$ cat config.mk
export PLATFORM = sky130hd
export DESIGN_NAME = key_event_scheduler
export DESIGN_NICKNAME = d
export VERILOG_FILES = /design/src/rtl/key_event_scheduler.sv
export SDC_FILE = /design/constraint.sdc
export NUM_CORES = 1
export LEC_CHECK = 0
export CORE_MARGIN = 2
export CORE_UTILIZATION = 32
export CTS_CLUSTER_SIZE = 14
export DETAILED_ROUTE_END_ITERATION = 6
export GPL_TIMING_DRIVEN = 0
export REMOVE_ABC_BUFFERS = 1
export SLEW_MARGIN = 15
export SYNTH_ARGS = -nofsm -noshare
export SYNTH_HDL_FRONTEND = slang
export SYNTH_SLANG_ARGS = --single-unit
$ cat constraint.sdc
create_clock -name clk -period 2.2 [get_ports clk]
set_input_delay 0.22 -clock clk [delete_from_list [all_inputs] [get_ports clk]]
set_output_delay 0.22 -clock clk [all_outputs]
set_load 0.03 [all_outputs]
$ cat src/rtl/key_event_scheduler.sv
// Debounces n_ch async buttons on a shared sample tick and serialises press/release events round-robin.
// Commit-to-evt_valid_o is 1 cycle when the output register is free; stalled events are held and overruns set lost_o.
module key_event_scheduler #(
  parameter int clk_freq     = 12_000_000,
  parameter int tick_freq    = 1000,
  parameter int stable_ticks = 20,
  parameter int n_ch         = 4,
  parameter int cw           = (n_ch > 1) ? $clog2(n_ch) : 1
) (
  input  logic            clk,
  input  logic            areset_n,
  input  logic [n_ch-1:0] raw_i,
  output logic [n_ch-1:0] state_o,
  output logic            evt_valid_o,
  input  logic            evt_ready_i,
  output logic [cw-1:0]   evt_ch_o,
  output logic            evt_press_o,
  output logic            lost_o,
  input  logic            clr_lost_i
);

  localparam int TICK_DIV = (clk_freq / tick_freq < 2) ? 2 : clk_freq / tick_freq;
  localparam int TW       = $clog2(TICK_DIV);
  localparam int CNT_W    = (stable_ticks > 1) ? $clog2(stable_ticks) : 1;
  localparam logic [TW-1:0]    TICK_LAST = TW'(TICK_DIV - 1);
  localparam logic [CNT_W-1:0] CNT_LAST  = CNT_W'(stable_ticks - 1);
  localparam logic [cw-1:0]    CH_LAST   = cw'(n_ch - 1);

  logic [n_ch-1:0]  sync_a, sync_b;
  logic [TW-1:0]    tick_cnt;
  logic             tick;
  logic [CNT_W-1:0] cnt [n_ch];
  logic [n_ch-1:0]  commit;
  logic [n_ch-1:0]  pend, pend_pol;
  logic [n_ch-1:0]  gnt_mask;
  logic [cw-1:0]    ptr, gnt;
  logic             gnt_hit, load, lost_set;

  always_ff @(posedge clk or negedge areset_n) begin
    if (!areset_n) begin
      sync_a <= '0;
      sync_b <= '0;
    end else begin
      sync_a <= raw_i;
      sync_b <= sync_a;
    end
  end

  always_ff @(posedge clk or negedge areset_n) begin
    if (!areset_n) begin
      tick_cnt <= '0;
    end else if (tick_cnt == TICK_LAST) begin
      tick_cnt <= '0;
    end else begin
      tick_cnt <= tick_cnt + TW'(1);
    end
  end

  assign tick = (tick_cnt == TICK_LAST);

  always_comb begin
    commit = '0;
    for (int i = 0; i < n_ch; i++) begin
      commit[i] = tick && (sync_b[i] != state_o[i]) && (cnt[i] == CNT_LAST);
    end
  end

  // Any tick sample that matches the committed level restarts that channel's count.
  always_ff @(posedge clk or negedge areset_n) begin
    if (!areset_n) begin
      state_o <= '0;
      for (int i = 0; i < n_ch; i++) cnt[i] <= '0;
    end else if (tick) begin
      for (int i = 0; i < n_ch; i++) begin
        if (sync_b[i] == state_o[i]) begin
          cnt[i] <= '0;
        end else if (cnt[i] == CNT_LAST) begin
          state_o[i] <= sync_b[i];
          cnt[i]     <= '0;
        end else begin
          cnt[i] <= cnt[i] + CNT_W'(1);
        end
      end
    end
  end

  assign load = !evt_valid_o || evt_ready_i;

  // Round-robin scan over the registered pend flags, starting at ptr.
  always_comb begin
    int j;
    logic [cw-1:0] idx;
    j       = 0;
    idx     = '0;
    gnt_hit = 1'b0;
    gnt     = '0;
    for (int k = 0; k < n_ch; k++) begin
      j = int'(ptr) + k;
      if (j >= n_ch) j = j - n_ch;
      idx = cw'(j);
      if (!gnt_hit && pend[idx]) begin
        gnt_hit = 1'b1;
        gnt     = idx;
      end
    end
  end

  always_comb begin
    gnt_mask = '0;
    if (load && gnt_hit) gnt_mask[gnt] = 1'b1;
  end

  // A commit landing on the channel being granted this cycle is a fresh event, not an overrun.
  assign lost_set = |(commit & pend & ~gnt_mask);

  always_ff @(posedge clk or negedge areset_n) begin
    if (!areset_n) begin
      pend     <= '0;
      pend_pol <= '0;
    end else begin
      pend     <= (pend & ~gnt_mask) | commit;
      pend_pol <= (pend_pol & ~commit) | (sync_b & commit);
    end
  end

  always_ff @(posedge clk or negedge areset_n) begin
    if (!areset_n) begin
      evt_valid_o <= 1'b0;
      evt_ch_o    <= '0;
      evt_press_o <= 1'b0;
      ptr         <= '0;
      lost_o      <= 1'b0;
    end else begin
      if (load) begin
        if (gnt_hit) begin
          evt_valid_o <= 1'b1;
          evt_ch_o    <= gnt;
          evt_press_o <= pend_pol[gnt];
          ptr         <= (gnt == CH_LAST) ? '0 : gnt + cw'(1);
        end else begin
          evt_valid_o <= 1'b0;
        end
      end
      if (clr_lost_i) begin
        lost_o <= 1'b0;
      end else if (lost_set) begin
        lost_o <= 1'b1;
      end
    end
  end

endmodule

**Word level (Yosys, flattened, before mapping)**

Index checks and enable logic that the tools add are counted.

- Output and inout bits: 9
- Input port bits: 8
- Bits in registers: 61
- Logic and storage cells: 131

- Multiplexer cells: 38
- Add/sub/neg operators: 13
- Reductions and logical operators: 25
- $lt $le $gt $ge: 10
- Bitwise logic cells: 13
- Equal/unequal tests: 14

Operator list:

| kind | count |
|---|---|
| $mux W5 | 8 |
| $add A5 B1 Y5 const B | 4 |
| $and A4 B4 Y4 | 5 |
| $eq A5 B5 Y1 const B | 4 |
| $mux W2 | 9 |
| $lt A2 B3 Y1 const B | 5 |
| $add A14 B1 Y14 const B | 1 |
| $eq A14 B14 Y1 const B | 1 |
| $mux W14 | 1 |
| $logic_and A1 B1 Y1 | 13 |
| $mux W1 | 13 |
| $reduce_and A3 Y1 | 4 |
| $bmux W1 S2 | 5 |
| $ge A3 B3 Y1 const B | 3 |
| $not A4 Y4 | 2 |
| $or A4 B4 Y4 | 2 |
| $sub A2 B1 Y2 const B | 4 |
| $add A2 B2 Y3 const B | 2 |
| $eq A1 B1 Y1 | 4 |
| $logic_not A1 Y1 | 4 |
| $mux W4 | 1 |
| $ne A1 B1 Y1 | 4 |
| $not A1 Y1 | 4 |
| $reduce_or A4 Y1 | 1 |
| 9 further kinds | 9 |

**Logic depth before layout (Yosys ltp)**

Gate-level depths: netlist of the first run.

- Word-level depth: 24
- Depth in mapped cells: 9

**Least setup slack after synthesis of the first run**

OpenSTA, ideal clock, no wires.

- Path kind: register -> register
- Start point: register pend[0]
- End point: register lost_o
- Arrival time: 1992 ps
- Library setup time: 118 ps
- Cell stages (with the launch flop): 10
- Path slack: 89 ps
- Path buffers: 0
- Clock period less this slack: 2111 ps
- Cells stage by stage: dfrtp_1 > nor2b_1 > a211oi_1 > o22ai_1 > inv_1 > ha_1 > a2111oi_0 > or4_1 > a21oi_1 > nor2_1

- Cells in the longest elaborated chain, start to end: 21
- Elaborated cells between the ends (all ways): 34
- Those cells by class: order compare (2); mux (19); bitwise (3); reduce/logical (10)

Ends and longest elaborated chain:

| item | RTL line | text |
|---|---|---|
| start: declaration | 34 | `logic [n_ch-1:0] pend, pend_pol;` |
| start signal: assignment | 121 | `pend <= (pend & ~gnt_mask) \| commit;` |
| $bmux W1 S2 | 101 | `if (!gnt_hit && pend[idx]) begin` |
| $mux W1 (implied by the code) | 101 |  |
| $mux W1 | 101 |  |
| $logic_not A1 Y1 | 101 |  |
| $logic_and A1 B1 Y1 | 101 |  |
| $mux W1 | 101 |  |
| $logic_not A1 Y1 | 101 |  |
| $logic_and A1 B1 Y1 | 101 |  |
| (+4 left out) | n/a |  |
| net gnt[0] | 36 | `logic [cw-1:0] ptr, gnt;` |
| (+1 left out) | n/a |  |
| $logic_and A1 B1 Y1 (implied by the code) | 110 | `if (load && gnt_hit) gnt_mask[gnt] = 1'b1;` |
| $mux W1 (implied by the code) | 110 |  |
| $demux W1 S2 (*) | 110 |  |
| $mux W4 (*) | 110 |  |
| $not A4 Y4 (*) | 114 | `assign lost_set = \|(commit & pend & ~gnt_mask);` |
| $and A4 B4 Y4 (*) | 114 |  |
| $reduce_or A4 Y1 (*) | 114 |  |
| $reduce_bool A2 Y1 (no source line) (*) | n/a |  |
| end signal: assignment | 132 | `lost_o <= 1'b0;` |
| end signal: assignment | 145 | `lost_o <= 1'b0;` |
| end signal: assignment | 147 | `lost_o <= 1'b1;` |
| end: declaration | 18 | `output logic lost_o,` |

The timed path passes the listed nets; every way through them passes the cells marked *. The select of a mux whose other input is x is not followed.
A chain may end at the register's enable or synchronous reset.

**Final worst setup path of the first run**

- Start point: register pend[0]
- End point: register lost_o

- Cells in the longest elaborated chain, start to end: 21
- Elaborated cells between the ends (all ways): 34
- Those cells by class: order compare (2); mux (19); bitwise (3); reduce/logical (10)

Ends and longest elaborated chain:

| item | RTL line |
|---|---|
| $bmux W1 S2 | 101 |
| $mux W1 (implied by the code) | 101 |
| $mux W1 | 101 |
| $logic_not A1 Y1 | 101 |
| $logic_and A1 B1 Y1 | 101 |
| $mux W1 | 101 |
| $logic_not A1 Y1 | 101 |
| $logic_and A1 B1 Y1 | 101 |
| (+5 left out) | n/a |
| $logic_and A1 B1 Y1 (implied by the code) | 110 |
| $mux W1 (implied by the code) | 110 |
| $demux W1 S2 | 110 |
| $mux W4 | 110 |
| $not A4 Y4 | 114 |
| $and A4 B4 Y4 (*) | 114 |
| $reduce_or A4 Y1 (*) | 114 |
| $reduce_bool A2 Y1 (no source line) (*) | n/a |

Every way passes the cells marked *; elsewhere a longest branch is shown, timed or not. The select of a mux whose other input is x is not followed.

==> metrics.md, run 1 <==
| Metric | Value |
|---|---|
| Result of the run | finished, final reports clean |
| Endpoints failing setup | 0 |
| Cell count of the worst hold path | 1 |
| Category of the critical setup timing path | reg2reg |
| Areal power density over the cells | 740 nW/um^2 |
| Post-layout total power | 2.65 mW |
| Fraction of power consumed by the clock network | 37.7% |
| Wire length of the first global-routing pass | 10.4 mm |
| Area fraction in compound gates after synthesis | 13.1% |
| Reg2reg setup slack | 0.03 ns |
| Remaining design rule violation count | 0 |
| Via count | 2188 |
| Cell count after synthesis | 287 |
| Maximum fanout encountered on the critical timing path | 5 |
| Share of the synthesized area in the top cell type | 50.4% |
| Post-synthesis async set-or-reset flop share | 100% |
| Least-Margin Pin Slew | 0.694 ns |
| Power spent charging and discharging nets | 711 uW |
| Placed cell areas | 3100 um^2 |
| Detail-routed via count per cell | 4.94 |
| Post-layout minimum cycle time | 2.17 ns |
| Most common library cell in the layout ignoring fill and taps | nand2_1 |
| Setup Total Neg Slack | 0 ns |
| Weighted congestion at the end of routability-driven global placement | 0.823 |
| Most used cells in the layout excluding fill and tap cells | 56 x nand2_1, 51 x dfrtp_1, 21 x nor2_1 |
| Pin count of the biggest net entering global routing | 58 |
| Worst hold margin | 0.323 ns |
| Max-cap viol count | 0 |
| Layout Skew | 0.00551 ns |
| Switching portion of total power | 26.8% |
| Post-DP HPWL | 3.78 mm |
| I/O pins | 17 |
| Worst r2r src | pend[0] |
| Antenna-violating nets left | 0 |
| Starting utilization of the core area | 32.8% |
| Cell Area, Synth | 2830 um^2 |
| Classification of the worst-slack hold path | in2reg |
| FP Rows | 34 |
| Category of the worst setup path capture point | register |
| Height of the die | 98.0 um |
| Power Internal | 1.94 mW |
| TritonCTS clock tree | done |
| Remaining global-route overflow | 0 |
| Number of warnings reported in the yosys synthesis log | 0 |
| Relative area change from synthesis to final layout | 26.6% |
| Count of flip-flops with a built-in enable after synthesis | 0 |
| CTS Sinks | 57 |
| Die Area | 9610 um^2 |
| Cell area after layout | 3580 um^2 |
| Leakage power figure | 1.54 nW |
| Initial antenna violation count | 0 |
| Relative contribution of combinational cells to total power | 17.9% |
| 1st-pass router iterations | 4 |
| Fraction of synthesized cell area in xor and xnor cells | 6.19% |
| Fin crit share | 98.5% |
| CP Data Required Time | 2.47 ns |
| Latest clock arrival within the worst-skew pair | 0.33 ns |
| Count of input and output buffers | 16 |
| Unrepaired setup endpoints after global routing | true |
| Hold Startpoint | raw_i[0] |
| Max rail drop VDD | 373 uV |
| Buffer type at the clock tree root | clkbuf_8 |
| CTS H-tree depth | 3 |
| Clock edge transition at the registers on the reported setup and hold paths | 0.06 ns |
| GR Util All Layers | 13.7% |
| Fraction of the mapped netlist area in adder cells | 3.98% |
| Bufs on Longest Clock Path | 2 |
| Dominant combinational cell family by area after synthesis | simple AND/OR/NAND/NOR gates |
| Average wire per standard cell | 13.7 um |
| Total detailed-routing wirelength | 6.06 mm |
| # nets final | 347 |
| Worst endpoint data arrival time | 2.43 ns |
| Via count of the first global-routing pass | 2135 |
| Cell taking the most area after synthesis | dfrtp_1 |
| Share of final-layout standard cells stronger than drive strength 1 | 20.9% |
| Average footprint of a synthesized cell | 9.86 um^2 |
| Violation count after the first detailed-route iteration | 99 |
| WHS Endpoint | sync_a[0] |
| Share of synthesized area spent on multiplexers | 1.95% |
| Sequential share of power | 44.4% |
| Simple-Gate Fraction of Synth Area | 21.4% |
| Number of inserted diodes | 0 |
| Number of synthesized register bits | 57 |
| Post-layout util | 41.5% |
| Cell count of the worst reg-to-reg path | 9 |
| Reg2Reg Capture Point | lost_o |
| Core outline area | 8640 um^2 |
| Pins over their slew limit | 0 |
| Leading post-synthesis cells by cell area | dfrtp_1 50%, nand2_1 7.4%, ha_1 4.0% |
| Setup crit start kind | register |
| Main synth FF type | dfrtp_1 |
| Relative slew slack | 53.7% |
| Number of buffers created by CTS | 9 |
| Fmax | 0.461 GHz |
| Sequential cell area fraction in the yosys report | 50.4% |
| Number of failing hold endpoints at the final stage | 0 |
| Unique masters post-synth | 48 |
| Die extent in x | 98.0 um |
## repair_timing
item	4_1_cts	5_1_grt
endpoints found under the setup margin	21	10
buffers inserted	11	9
hold buffers	1	0
gates resized for setup	8	27
endpoints found under the hold margin	57	0
cloned	1	0
pin swaps	9	11
## power groups by stage
stage	Sequential, mW	Combinational, mW	Clock, mW
4_1_cts	1.17	0.379	1.04
3_3_place_gp	1.18	0.366	0
3_5_place_dp	1.18	0.366	0
5_1_grt	1.19	0.521	1.09
2_1_floorplan	1.22	0.188	0
6_report	1.18	0.475	0.999
## Yosys cell counts (3+ instances only)
cell	n
nand3_1	20
or4bb_1	4
ha_1	9
or2_2	3
o31ai_1	7
nand2b_1	3
mux2_1	3
xnor2_1	10
o21ai_0	8
nand2_1	56
o22ai_1	3
o21ai_1	11
nor2_1	24
a2111oi_0	4
dfrtp_1	57
inv_1	12
a21oi_1	5
xor2_1	10
## area by class of cell
cell class	instances	area, um^2
Timing Repair Buffer	37	337
Tap cell	108	135
Multi-Input combinational cell	213	1420
Inverter	12	45.0
Fill cell	828	5050
Clock buffer	14	173
Sequential cell	57	1430
Clock inverter	2	35.0
## worst max path at each step
stage	startpoint	end	slack, ns
2_1_floorplan	tick_cnt[5]	cnt[13]	0.08
3_5_place_dp	pend[0]	lost_o	-0.26
3_3_place_gp	areset_n	cnt[9]	-0.91
4_1_cts	pend[0]	lost_o	-0.12
6_report	pend[0]	lost_o	0.03
5_1_grt	pend[0]	lost_o	-0.02
## sequential cells by signal, indices dropped and copies added (netlist names)
signal       flops
lost_o           1
state_o          4
sync_a           4
sync_b           4
evt_ch_o         2
ptr              2
pend             4
tick_cnt        14
cnt             20
evt_valid_o      1
evt_press_o      1
## worst max-delay path, stage by stage, from the launching register on
cell	delay [ns]
dfrtp_2	0.44
nor2b_4	0.15
a211oi_4	0.21
o22ai_4	0.14
buf_6	0.14
ha_1	0.20
a2111oi_1	0.46
or4_4	0.23
a21oi_2	0.05
nor2_1	0.07
## through the flow
| step | std cells | worst slack (ns) |
|---|---|---|
| floorplan | 281 | 0.0784 |
| global placement | 405 | -0.915 |
| detailed placement | 406 | -0.265 |
| CTS | 434 | -0.120 |
| global route | 443 | -0.0230 |
| finish | 443 | 0.0323 |
## cells by family (layout without fill, tap and decap cells)
family,after synthesis,count (layout)
mux,5,5
fa+ha+maj,9,9
simple gates,125,126
xor+xnor,20,20
compound gates,53,53
flops,57,57
buf+inv,18,65
## routing by layer
layer  track usage, %  vias to the layer above  wire length [um]
li1                 -                     1093                 -
met1             18.3                     1060              2870
met2             20.8                       29              2890
met3             4.58                        6               240
met4             5.13                        0                59
met5                0                        -                 0
Power figures use the tool's default switching activity.
==> inputs of run 2 (changes only) <==
--- a/config.mk
+++ b/config.mk
@@ -5,11 +5,14 @@
 export SDC_FILE = /design/constraint.sdc
 export NUM_CORES = 1
 export LEC_CHECK = 0
+export CELL_PAD_IN_SITES_DETAIL_PLACEMENT = 0
+export CELL_PAD_IN_SITES_GLOBAL_PLACEMENT = 1
 export CORE_MARGIN = 2
 export CORE_UTILIZATION = 32
 export CTS_CLUSTER_SIZE = 14
 export DETAILED_ROUTE_END_ITERATION = 6
 export GPL_TIMING_DRIVEN = 0
+export PLACE_DENSITY_LB_ADDON = 0.1
 export REMOVE_ABC_BUFFERS = 1
 export SLEW_MARGIN = 15
 export SYNTH_ARGS = -nofsm -noshare
==> metrics.md, run 2 (same netlist as run 1, synthesis figures left out) <==
| Metric | Value |
|---|---|
| Fmax | 0.457 GHz |
| WHS Endpoint | sync_a[2] |
| CTS Sinks | 57 |
| Pin count of the biggest net entering global routing | 30 |
| 1st-pass router iterations | 4 |
| Layout Skew | 0.0130 ns |
| Via count | 2202 |
| Least-Margin Pin Slew | 0.589 ns |
| Initial antenna violation count | 0 |
| Worst-case setup slack after placement | -0.210 ns |
| Remaining design rule violation count | 0 |
| Detail-routed via count per cell | 4.98 |
| Post-DP HPWL | 4.02 mm |
| Wire length of the first global-routing pass | 10.9 mm |
| Average wire per standard cell | 14.9 um |
| Max rail drop VDD | 262 uV |
| FP Rows | 34 |
| Areal power density over the cells | 730 nW/um^2 |
| TritonCTS clock tree | done |
| Category of the critical setup timing path | reg2reg |
| Final WS setup | 0.0134 ns |
| Weighted congestion at the end of routability-driven global placement | 0.790 |
| Cell count of the worst hold path | 1 |
| Library cell contributing the largest single delay on the critical path | or4_4 |
| Cell area after layout | 3570 um^2 |
| Height of the die | 98.0 um |
| Endpoints failing setup | 0 |
| Clock edge transition at the registers on the reported setup and hold paths | 0.07 ns |
| GR peak layer | met2 |
| Reg2reg setup slack | 0.01 ns |
| Violation count after the first detailed-route iteration | 80 |
| Reg2Reg Capture Point | lost_o |
| GR Util All Layers | 14.5% |
| Core outline area | 8640 um^2 |
| Setup crit start kind | register |
| Unrepaired setup endpoints after global routing | true |
| Category of the worst setup path capture point | register |
| Worst endpoint data arrival time | 2.43 ns |
| Remaining global-route overflow | 0 |
| Latest clock arrival within the worst-skew pair | 0.34 ns |
| Pins over their slew limit | 0 |
| Number of buffers created by CTS | 9 |
| Antenna-violating nets left | 0 |
| Fin crit share | 99.4% |
| Bufs on Longest Clock Path | 2 |
| Chain of cells forming the critical path | buf_6 -> a21o_1 -> nand3_1 -> o211a_1 -> ha_2 -> a2111oi_4 -> or4_4 -> a21oi_2 -> nor2_1 |
| Largest registers | cnt (20), tick_cnt (14) |
| CTS H-tree depth | 3 |
| Met3 Usage GRT | 2.86% |
| Most used cells in the layout excluding fill and tap cells | 56 x nand2_1, 53 x dfrtp_1, 21 x nor2_1 |
| Number of inserted diodes | 0 |
| Number of failing hold endpoints at the final stage | 0 |
| Hold Startpoint | raw_i[2] |
| Max-cap viol count | 0 |
| Classification of the worst-slack hold path | in2reg |
| Share of final-layout standard cells stronger than drive strength 1 | 20.1% |
| Maximum fanout encountered on the critical timing path | 4 |
| Crit path buffers/inverters | 1 |
| Worst r2r src | pend[0] |
| Placed cell areas | 3110 um^2 |
| Met2 track utilization from global routing | 20.8% |
| I/O pins | 17 |
| Relative slew slack | 60.4% |
| Die Area | 9610 um^2 |
| # nets final | 347 |
| Buffer type at the clock tree root | clkbuf_8 |
| Flip-flop count of the largest register after layout | 20 |
| Starting utilization of the core area | 32.8% |
| Die extent in x | 98.0 um |
| GR Layer Usage met1 | 20.5% |
| CP Data Required Time | 2.44 ns |
| Total detailed-routing wirelength | 6.57 mm |
| Cell class contributing the biggest share of worst-path delay | simple AND/OR/NAND/NOR gates |
| Slowest cell delay on critical path | 0.54 ns |
| Post-layout minimum cycle time | 2.19 ns |
| Cell count of the worst reg-to-reg path | 9 |
| Count of input and output buffers | 16 |
| Result of the run | finished, final reports clean |
| Leakage power figure | 1.54 nW |
| Most common library cell in the layout ignoring fill and taps | nand2_1 |
| Relative area change from synthesis to final layout | 26.3% |
| Largest reg by FF count | cnt |
| Via count of the first global-routing pass | 2104 |
## run 2: metal layers
| metal | routed length (um) | up-vias |
|---|---|---|
| met2 | 2860 | 30 |
| met1 | 3370 | 1063 |
| met4 | 175 | 0 |
| met5 | 0 | - |
| met3 | 166 | 13 |
| li1 | - | 1096 |
## run 2: layout make-up
cell class,instances,area [um^2]
Multi-Input combinational cell,214,1440
Inverter,12,45.0
Clock inverter,2,12.5
Sequential cell,57,1430
Timing Repair Buffer,36,338
Clock buffer,13,169
Tap cell,108,135
Fill cell,875,5060
## run 2: stage by stage
stage	hold WS [ns]	instances	power (mW)	util, %	setup TNS (ns)
floorplan	-0.0756	281	1.41	-	0
global placement	0.333	405	1.55	35.7	-73.49
detailed placement	0.181	407	1.55	36.1	-2.24
CTS	0.303	431	2.51	39.2	-0.187
global route	0.299	442	2.74	41.4	-0.0789
finish	0.317	442	2.61	41.4	0
## run 2: worst reg2reg max path, delay by kind of cell, from the launching register on
family                   cells  cell delay (ns)
AO/OA/AOI/OAI                4             0.60
buffers and inverters        1             0.14
AND/OR/NAND/NOR              3             0.66
adder cells (fa/ha/maj)      1             0.24
flip-flops                   1             0.43
## run 2: what timing repair did
item                       4_1_cts  5_1_grt
setup endpoints to repair       18        7
hold endpoints to repair        28        0
cloned                           2        0
gates resized for setup          4       31
hold buffers                     1        0
pin swaps                        3       10
setup buffers                    6       11
## run 2: worst max path at each step
stage,from,endpoint,slack (ns),cells after the start
global route,pend[0],lost_o,-0.04,9
detailed placement,tick_cnt[0],cnt[13],-0.21,6
finish,pend[0],lost_o,0.01,9
floorplan,tick_cnt[5],cnt[13],0.08,4
global placement,areset_n,tick_cnt[13],-1.05,1
CTS,pend[0],lost_o,-0.06,8
## run 2: where the power goes
| part | switching, mW | total (mW) | internal [mW] |
|---|---|---|---|
| logic | 0.267 | 0.500 | 0.234 |
| registers | 0.0666 | 1.17 | 1.11 |
| clock network | 0.440 | 0.934 | 0.494 |
| total | 0.774 | 2.61 | 1.84 |
==> inputs of run 3 (changes only) <==
--- a/config.mk
+++ b/config.mk
@@ -14,6 +14,7 @@
 export GPL_TIMING_DRIVEN = 0
 export PLACE_DENSITY_LB_ADDON = 0.1
 export REMOVE_ABC_BUFFERS = 1
+export SETUP_SLACK_MARGIN = 0.4
 export SLEW_MARGIN = 15
 export SYNTH_ARGS = -nofsm -noshare
 export SYNTH_HDL_FRONTEND = slang
==> metrics.md, run 3 (same netlist as run 1, synthesis figures left out) <==
| Metric | Value |
|---|---|
| Remaining global-route overflow | 0 |
| Max rail drop VDD | 235 uV |
| Detail-routed via count per cell | 5.06 |
| Worst-case setup slack after placement | -0.210 ns |
| Core outline area | 8640 um^2 |
| Worst endpoint data arrival time | 2.40 ns |
| Wire length of the first global-routing pass | 11.5 mm |
| Relative area change from synthesis to final layout | 37.6% |
| Least-Margin Pin Slew | 0.722 ns |
| Chain of cells forming the critical path | nor2b_4 -> a211oi_4 -> o22ai_4 -> inv_2 -> ha_4 -> a2111oi_1 -> or4_4 -> a21oi_2 -> nor2_1 |
| Maximum fanout encountered on the critical timing path | 5 |
| Leakage power figure | 1.68 nW |
| Final WS setup | 0.0436 ns |
| Worst hold margin | 0.316 ns |
| Die Area | 9610 um^2 |
| Average wire per standard cell | 15.2 um |
| Via count | 2306 |
| Classification of the worst-slack hold path | in2reg |
| 1st-pass router iterations | 4 |
| Post-layout minimum cycle time | 2.16 ns |
| Max-cap viol count | 0 |
| Number of failing hold endpoints at the final stage | 0 |
| Clock edge transition at the registers on the reported setup and hold paths | 0.07 ns |
| Via count of the first global-routing pass | 2252 |
| Die extent in x | 98.0 um |
| Category of the worst setup path capture point | register |
| Pins over their slew limit | 0 |
| Library cell contributing the largest single delay on the critical path | or4_4 |
| Non-filler cells in the finished layout | 456 |
| Slowest cell delay on critical path | 0.57 ns |
| Result of the run | finished, final reports clean |
| FP Rows | 34 |
| Starting utilization of the core area | 32.8% |
| Post-layout total power | 2.64 mW |
| Remaining design rule violation count | 0 |
| GR Util All Layers | 15.2% |
| Most common library cell in the layout ignoring fill and taps | dfrtp_1 |
| Most used cells in the layout excluding fill and tap cells | 52 x dfrtp_1, 50 x nand2_1, 18 x buf_4 |
| TritonCTS clock tree | done |
| Unrepaired setup endpoints after global routing | true |
| Category of the critical setup timing path | reg2reg |
| Cell count after placement | 407 |
| Filler cell count in the final layout | 847 |
| Number of buffers created by CTS | 9 |
| Height of the die | 98.0 um |
| Layout Skew | 0.0142 ns |
| Fmax | 0.464 GHz |
| Violation count after the first detailed-route iteration | 73 |
| Share of final-layout standard cells stronger than drive strength 1 | 31.3% |
| CP Data Required Time | 2.44 ns |
| CTS H-tree depth | 3 |
| Pin count of the biggest net entering global routing | 30 |
| Largest registers | cnt (20), tick_cnt (14) |
| I/O pins | 17 |
| Relative slew slack | 51.5% |
| Latest clock arrival within the worst-skew pair | 0.34 ns |
| Fin crit share | 98.0% |
| Flip-flop count of the largest register after layout | 20 |
| Endpoints failing setup | 0 |
| Buffer type at the clock tree root | clkbuf_8 |
| Weighted congestion at the end of routability-driven global placement | 0.790 |
| Cell class contributing the biggest share of worst-path delay | simple AND/OR/NAND/NOR gates |
| Antenna-violating nets left | 0 |
| Post-DP HPWL | 4.02 mm |
| Seq. cell area | 1430 um^2 |
| # nets final | 361 |
| Number of inserted diodes | 0 |
| Initial antenna violation count | 0 |
| Bufs on Longest Clock Path | 2 |
| Count of input and output buffers | 16 |
| Total detailed-routing wirelength | 6.91 mm |
| Crit path buffers/inverters | 1 |
| Multi-input combinational cell area | 1610 um^2 |
| Areal power density over the cells | 678 nW/um^2 |
| CTS Sinks | 57 |
| Setup crit start kind | register |
| Post-layout util | 45.1% |
| Largest reg by FF count | cnt |
-- run 3: cell count changes in the layout (fill, tap and decap cells not counted), moves of 3 or more --
cell / previous run / this run
nor2_4: 0 / 3
nand2_2: 0 / 5
o31ai_1: 7 / 3
buf_4: 15 / 18
nand3_1: 20 / 17
buf_6: 4 / 13
o21ai_2: 1 / 6
o31ai_2: 0 / 3
nor2_1: 21 / 17
nand2_1: 56 / 50
o21ai_0: 8 / 4
-- run 3: path summary, 6_finish.rpt --
check	slack (ns)	cells past startpoint	to	startpoint
worst min register to register	0.35	0	sync_b[1]	sync_a[1]
worst max register to register	0.04	9	lost_o	pend[0]
worst max-delay path	0.04	9	lost_o	pend[0]
min in group asynchronous	0.33	2	evt_ch_o[0]	areset_n
max in group asynchronous	1.35	3	tick_cnt[0]	areset_n
worst min-delay path	0.32	1	sync_a[2]	raw_i[2]
-- run 3: metrics by stage --
step	TNS (ns)	area [um^2]
3_5_place_dp	-2.24	3110
5_1_grt	-0.00222	3890
2_1_floorplan	0	2790
4_1_cts	0	3680
3_3_place_gp	-73.49	3090
6_report	0	3890
-- run 3: cell type report --
type	instances	share of cell area [%]
multi-input combinational	215	41.4
clock buffer	13	4.34
tap	108	3.47
timing repair buffer	49	12.5
sequential	57	36.8
clock inverter	2	0.321
inverter	12	1.16
-- run 3: report_power, final --
group / leakage, nW / total (mW) / switching, mW / internal [mW]
Clock: 0.0915 / 0.937 / 0.443 / 0.494
Combinational: 0.837 / 0.527 / 0.283 / 0.244
Sequential: 0.751 / 1.18 / 0.0670 / 1.11
-- run 3: what timing repair did --
action | CTS | global route
gates resized for setup | 50 | 38
hold buffers | 1 | 0
setup buffers | 20 | 10
endpoints found under the hold margin | 28 | 0
cloned | 3 | 0
setup endpoints to repair | 40 | 40
pin swaps | 34 | 20
-- run 3: layer usage --
| layer | wire length, um | part of all wire [%] | GRT usage (%) |
|---|---|---|---|
| met3 | 197 | 2.8 | 2.86 |
| met4 | 165 | 2.4 | 8.23 |
| met5 | 0 | 0 | 0 |
| met2 | 3090 | 45 | 22.4 |
| met1 | 3460 | 50 | 21.1 |
